===== src/rtl/modulator_ctrl.sv =====
// Control/sequencing for the PWM modulator: debounced frequency-select switch and
// shadowed divisor registers, with all changes committed only at a period boundary.
module modulator_ctrl #(
   parameter int unsigned             div_width_p     = 32,
   parameter logic [div_width_p-1:0]  div_high_init_p = 12288,
   parameter logic [div_width_p-1:0]  div_low_init_p  = 40960,
   parameter logic                    init_sel_p      = 1'b1,
   parameter int unsigned             debounce_p      = 16,
   parameter int unsigned             dwell_p         = 4
) (
   input  logic                   clk_in,
   input  logic                   rst_in,
   input  logic                   sw0_in,
   input  logic                   period_end_in,
   input  logic                   cfg_we_in,
   input  logic                   cfg_sel_in,
   input  logic [div_width_p-1:0] cfg_data_in,
   output logic                   cfg_ack_out,
   output logic                   sel_out,
   output logic [div_width_p-1:0] div_high_out,
   output logic [div_width_p-1:0] div_low_out,
   output logic                   pending_out
);

   localparam int unsigned DBW = (debounce_p > 1) ? $clog2(debounce_p) : 1;
   localparam int unsigned DWW = (dwell_p > 1) ? $clog2(dwell_p) : 1;
   localparam logic [DBW-1:0] DEB_MAX  = DBW'(debounce_p - 1);
   localparam logic [DWW-1:0] DWELL_LD = DWW'(dwell_p - 1);

   typedef enum logic [1:0] {IDLE, PEND, HOLD} state_t;

   logic                   sync1_q, sync2_q;
   logic                   stable_q, stable_d;
   logic [DBW-1:0]         deb_cnt_q, deb_cnt_d;
   state_t                 state_q, state_d;
   logic [DWW-1:0]         dwell_q, dwell_d;
   logic                   sel_q, sel_d;
   logic [div_width_p-1:0] shadow_high_q, shadow_high_d;
   logic [div_width_p-1:0] shadow_low_q, shadow_low_d;
   logic                   dirty_high_q, dirty_high_d;
   logic                   dirty_low_q, dirty_low_d;
   logic [div_width_p-1:0] div_high_q, div_high_d;
   logic [div_width_p-1:0] div_low_q, div_low_d;
   logic                   ack_q;
   logic                   pending_q, pending_d;

   always_comb begin
      stable_d  = stable_q;
      deb_cnt_d = '0;
      if (sync2_q != stable_q) begin
         if (deb_cnt_q == DEB_MAX) begin
            stable_d = sync2_q;
         end else begin
            deb_cnt_d = deb_cnt_q + 1'b1;
         end
      end
   end

   always_comb begin
      state_d = state_q;
      dwell_d = dwell_q;
      sel_d   = sel_q;
      unique case (state_q)
         IDLE: begin
            if (stable_q != sel_q) state_d = PEND;
         end
         PEND: begin
            // Cancel wins over a coincident boundary.
            if (stable_q == sel_q) begin
               state_d = IDLE;
            end else if (period_end_in) begin
               sel_d   = stable_q;
               dwell_d = DWELL_LD;
               state_d = HOLD;
            end
         end
         HOLD: begin
            if (dwell_q == '0) state_d = IDLE;
            else               dwell_d = dwell_q - 1'b1;
         end
         default: state_d = IDLE;
      endcase
   end

   always_comb begin
      shadow_high_d = shadow_high_q;
      shadow_low_d  = shadow_low_q;
      dirty_high_d  = dirty_high_q;
      dirty_low_d   = dirty_low_q;
      div_high_d    = div_high_q;
      div_low_d     = div_low_q;
      // Commit uses the pre-write shadow; a coincident write re-marks dirty below.
      if (period_end_in) begin
         if (dirty_high_q) div_high_d = shadow_high_q;
         if (dirty_low_q)  div_low_d  = shadow_low_q;
         dirty_high_d = 1'b0;
         dirty_low_d  = 1'b0;
      end
      if (cfg_we_in) begin
         if (cfg_sel_in) begin
            shadow_high_d = cfg_data_in;
            dirty_high_d  = 1'b1;
         end else begin
            shadow_low_d = cfg_data_in;
            dirty_low_d  = 1'b1;
         end
      end
      pending_d = (state_d == PEND) | dirty_high_d | dirty_low_d;
   end

   always_ff @(posedge clk_in or posedge rst_in) begin
      if (rst_in) begin
         sync1_q       <= init_sel_p;
         sync2_q       <= init_sel_p;
         stable_q      <= init_sel_p;
         deb_cnt_q     <= '0;
         state_q       <= IDLE;
         dwell_q       <= '0;
         sel_q         <= init_sel_p;
         shadow_high_q <= div_high_init_p;
         shadow_low_q  <= div_low_init_p;
         dirty_high_q  <= 1'b0;
         dirty_low_q   <= 1'b0;
         div_high_q    <= div_high_init_p;
         div_low_q     <= div_low_init_p;
         ack_q         <= 1'b0;
         pending_q     <= 1'b0;
      end else begin
         sync1_q       <= sw0_in;
         sync2_q       <= sync1_q;
         stable_q      <= stable_d;
         deb_cnt_q     <= deb_cnt_d;
         state_q       <= state_d;
         dwell_q       <= dwell_d;
         sel_q         <= sel_d;
         shadow_high_q <= shadow_high_d;
         shadow_low_q  <= shadow_low_d;
         dirty_high_q  <= dirty_high_d;
         dirty_low_q   <= dirty_low_d;
         div_high_q    <= div_high_d;
         div_low_q     <= div_low_d;
         ack_q         <= cfg_we_in;
         pending_q     <= pending_d;
      end
   end

   assign cfg_ack_out  = ack_q;
   assign sel_out      = sel_q;
   assign div_high_out = div_high_q;
   assign div_low_out  = div_low_q;
   assign pending_out  = pending_q;

endmodule


===== config.mk =====
export PLATFORM = sky130hd
export DESIGN_NAME = modulator_ctrl
export DESIGN_NICKNAME = d
export VERILOG_FILES = /design/src/rtl/modulator_ctrl.sv
export SDC_FILE = /design/constraint.sdc
export NUM_CORES = 1
export LEC_CHECK = 0
export ABC_AREA = 1
export BUFFER_PORTS_ARGS = -buffer_cell sky130_fd_sc_hd__buf_2
export CORE_MARGIN = 2
export CORE_UTILIZATION = 45
export DETAILED_ROUTE_END_ITERATION = 8
export GPL_TIMING_DRIVEN = 0
export HOLD_SLACK_MARGIN = 0.05
export PLACE_DENSITY = 0.74
export SLEW_MARGIN = 20
export SYNTH_ARGS = -nofsm -noshare
export SYNTH_HDL_FRONTEND = slang
export SYNTH_SLANG_ARGS = --single-unit

===== constraint.sdc =====
create_clock -name clk_in -period 12.9 [get_ports clk_in]
set_clock_uncertainty 0.05 [all_clocks]
set_input_delay 2.58 -clock clk_in [delete_from_list [all_inputs] [get_ports clk_in]]
set_output_delay 2.58 -clock clk_in [all_outputs]
set_load 0.02 [all_outputs]

* After elaboration in Yosys (flattened, before gate mapping) *
Cells that the tools add are included.
W data, S select, Z words.

word-level totals
  bits of input ports = 38
  output and inout port bits = 67
  logic and storage cells = 58
  flip-flop bits (word level) = 144

operators by class
  $add $sub $neg = 2
  bitwise logic cells = 4
  eq/ne operators = 10
  reduce and logical (&&, ||, !) cells = 10
  muxes and demuxes = 17

operators with widths
  cell                   number
  $mux W2                7
  $reduce_and A2 Y1      5
  $mux W4                2
  $mux W1                6
  $ne A2 B2 Y1 const B   3
  $pmux W2 S3            1
  $add A4 B1 Y4 const B  1
  $eq A2 B1 Y1 const B   2
  $eq A4 B4 Y1 const B   1
  $logic_not A2 Y1       2
  $pmux W2 S2            1
  $reduce_and A4 Y1      1
  $reduce_and A3 Y1      1
  $eq A2 B2 Y1 const B   1
  $ne A1 B1 Y1           2
  $not A1 Y1             2
  $or A1 B1 Y1           2
  $reduce_bool A2 Y1     1
  $sub A2 B1 Y2 const B  1
  $eq A1 B1 Y1           1

* Depth between registers and ports, before layout *
  depth in word-level cells = 6
  gate-level depth with buffers = 7

* Worst setup path after synthesis *
OpenSTA, ideal clock, no wires.

  path type = input port to flip-flop
  start = in period_end_in
  end = reg div_high_q[0] (netlist: div_high_out[0])
  library setup time = 125 ps
  slack = 9,518 ps
  stages on the path = 3
  data arrival time = 3,207 ps
  buffers on the path = 1
  required time = 12,725 ps
  path through = nand2_1 > buf_4 > mux2_2

between the ends
  longest elaborated chain between the ends = 1

RTL lines
  element                             line  source
  from (decl)                         14    input logic period_end_in,
  $reduce_and A2 Y1 (no source line)  -
  to (signal assigned)                124   div_high_q <= div_high_init_p;
  to (signal assigned)                140   div_high_q <= div_high_d;
  to (decl)                           42    logic [div_width_p-1:0] div_high_q, div_high_d;

No other way between the ends.
A chain may end at the register's enable or synchronous reset.

* Worst setup path after layout *
  start = reg sel_q (netlist: sel_out)
  end = out sel_out

RTL lines
  element                 line  source
  from (decl)             37    logic sel_q, sel_d;
  from (signal assigned)  119   sel_q <= init_sel_p;
  from (signal assigned)  135   sel_q <= sel_d;
  to (decl)               19    output logic sel_out,

No word-level cell between the ends.

==> impl_results.md <==
* Outcome: complete, no violations
* Sum Neg Setup Slack at 0 ns
* Post-DRT Antenna Nets at 0
* Seq pwr share at 0.427
* Clock latency on the worst-skew pair at 0.43 ns
* Core Footprint at 11900 sq um
* Mapped Area at 5410 sq um
* Syn_nets at 490
* Syn Area/Cell at 12.0 sq um
* Num Clock Sinks at 144
* Switching Fraction at 0.271
* Cell Chain, Critical Path: buf_2
* Die X at 114 um
* Root buf cell: clkbuf_16
* Post-synthesis compound-gate area fraction at 0.0625
* Combinational power share at 0.176
* Hold Path Cell Cnt at 0
* Crit path capture type: primary output
* Total Power at 1350 uW
* Layout Utilization at 0.573
* Crit path arrival time at 1.13 ns
* #FFs+latches synth at 144
* Post_cts resized at 0
* P_int at 985 uW
* Most frequent cells in the layout: dfrtp_1 (132), buf_2 (111), nand2_1 (88), o21ai_0 (66), mux2_2 (64)
* Setup-failing EPs final at 0
* First-iteration detailed-routing DRC count at 194
* Slew at the pin closest to its max-slew limit at 0.551 ns
* Largest net degree at the start of global routing at 81
* Worst EP required at 10.27 ns
* Post-route DRC at 0
* Gpl congestion at 0.831
* Commonest non-fill, non-tap cell in the layout: dfrtp_1
* Site Rows at 40
* Synth Warn # at 0
* Synth-to-layout area growth at 25.7%
* Initial antenna violation count at 0
* Area share of xor/xnor cells in the synthesized design at 0.00324
* Clock share of power at 0.397
* Max_slew headroom at 0.633
* Crit path buffers/inverters at 1
* Peak VDD IR at 95.7 uV
* Setup bufs post-CTS at 0
* Fmax at 266 MHz
* Final period util at 0.292
* Fin crit period at 3.76 ns
* Simple-Gate Fraction of Synth Area at 0.0752
* P per Cell Area at 199 nW/um^2
* P_sw at 367 uW
* Worst-case clock buffer depth at 2
* Unrepaired setup endpoints after global routing: no
* Cell family contributing the most delay on the critical path: flip-flops
* GRT Util Overall at 0.192
* Path depth of the worst reg2reg path at 3
* Post-Layout Cell Count at 734
* CTS tree: done
* Cts hold-fix bufs at 0
* Max Cap Viol at 0
* Largest family of logic cells by synthesized area: multiplexers
* Hold crit path type: reg -> reg
* Max stage delay on crit path at 0.55 ns
* Synth Area in Adders at 0.00463
* Post-synthesis mux area share at 0.133
* Worst hold slack at 0.307 ns
* IO Count at 105
* Final Slew Violations at 0
* Nets at 614
* Reg clk slew, reported paths at 0.06 ns
* Die height at 114 um
* Crit Path Category: reg -> out
* Crit-path max FO at 4
* DR pass1 iterations at 4
* Final wirelength at 11400 um
* Sequential fraction of the synthesis area at 0.669
* Filler cells at 980
* GRT Residual Overflow at 0
* Port Buf Inserts at 104
* Cell depth of the worst setup path at 1
* Clock buffer count from CTS at 17
* CP max stage cell: dfstp_2
* Vias in the first global route at 3811
* Synthesized instance count at 450
* Hpwl dp at 7860 um
* ANT cells at 0
* Post-DR wirelength/cell at 15.5 um
* Netlist cell types at 15
* Final hold vios at 0
* Htree depth at 4
* DR vias at 3667
* First-pass GRT wire length at 18800 um
* Startpoint Class: flop
* Dpl cells at 702
* Leak at 0.00349 uW
* Vias per cell at 5.00
* Share of layout cells above drive strength 1 at 0.382
* Full die area at 12900 sq um
* Initial core utilization at 0.456
-- kinds of logic (layout without fill, tap and decap cells) --
logic type / after synthesis / after routing
xor+xnor: 2 / 2
flops: 144 / 144
buf+inv: 66 / 203
fa+ha+maj: 2 / 2
simple gates: 105 / 105
compound gates: 67 / 67
mux: 64 / 64
-- Yosys cell counts (all sizes together) --
cell type | number | area [sq um]
inv | 46 | 173
mux2 | 64 | 721
buf | 13 | 80.1
dfrtp | 132 | 3300
nand2 | 88 | 330
nand3 | 10 | 50.1
xor2 | 1 | 8.76
o21ai | 66 | 330
dfstp | 12 | 315
ha | 2 | 25.0
nor2 | 7 | 26.3
clkbuf | 7 | 26.3
xnor2 | 1 | 8.76
o211ai | 1 | 7.51
-- routing by layer --
metal / vias up / GRT usage / share of wire
met4: 0 / 0.0772 / 0.021
li1: 1705 / - / -
met5: - / 0 / 0
met1: 1845 / 0.233 / 0.43
met2: 97 / 0.316 / 0.49
met3: 20 / 0.0654 / 0.053
-- cell type report --
class	count	area [sq um]	share of cell area
well taps	147	184	0.0271
clock buffers	22	464	0.0683
inverters	46	180	0.0265
clock inverters	10	185	0.0273
multi-input cells	240	1510	0.222
flip-flops and latches	144	3620	0.533
repair buffers	105	548	0.0807
plain buffers	20	106	0.0157
-- final timing paths --
check | from | endpoint | slack [ns]
max | sel_out$_DFFE_PP1P_ | sel_out | 9.14
min | sync1_q$_DFF_PP1_ | sync2_q$_DFF_PP1_ | 0.31
max reg2reg | dirty_high_q$_DFF_PP0_ | div_high_out[16]$_DFFE_PP0P_ | 11.49
min reg2reg | sync1_q$_DFF_PP1_ | sync2_q$_DFF_PP1_ | 0.31
max in group asynchronous | rst_in | shadow_low_q[13]$_DFFE_PP1P_ | 9.89
min in group asynchronous | rst_in | div_low_out[3]$_DFFE_PP0P_ | 2.13
-- power groups by stage --
stage | clock [uW] | combinational (uW) | sequential, uW
after global routing | 566 | 259 | 586
after CTS | 545 | 243 | 577
after global placement | 0 | 234 | 579
after floorplan | 0 | 87.1 | 644
final | 537 | 238 | 577
after detailed placement | 0 | 242 | 583
-- sequential cells by signal, summed over array words and instances (netlist names), 2 cells and up --
| name | cells |
|---|---|
| div_high_out | 32 |
| div_low_out | 32 |
| shadow_high_q | 32 |
| shadow_low_q | 32 |
| deb_cnt_q | 4 |
| dwell_q | 2 |
| state_q | 2 |
-- per-stage QoR --
step / setup slack (ns) / instance area, sq um
floorplan: 6.42 / 5410
global placement: 5.12 / 6110
detailed placement: 9.09 / 6140
CTS: 9.12 / 6790
global route: 9.09 / 6790
finish: 9.14 / 6790
No activity file was read; power rests on OpenSTA's default activity.
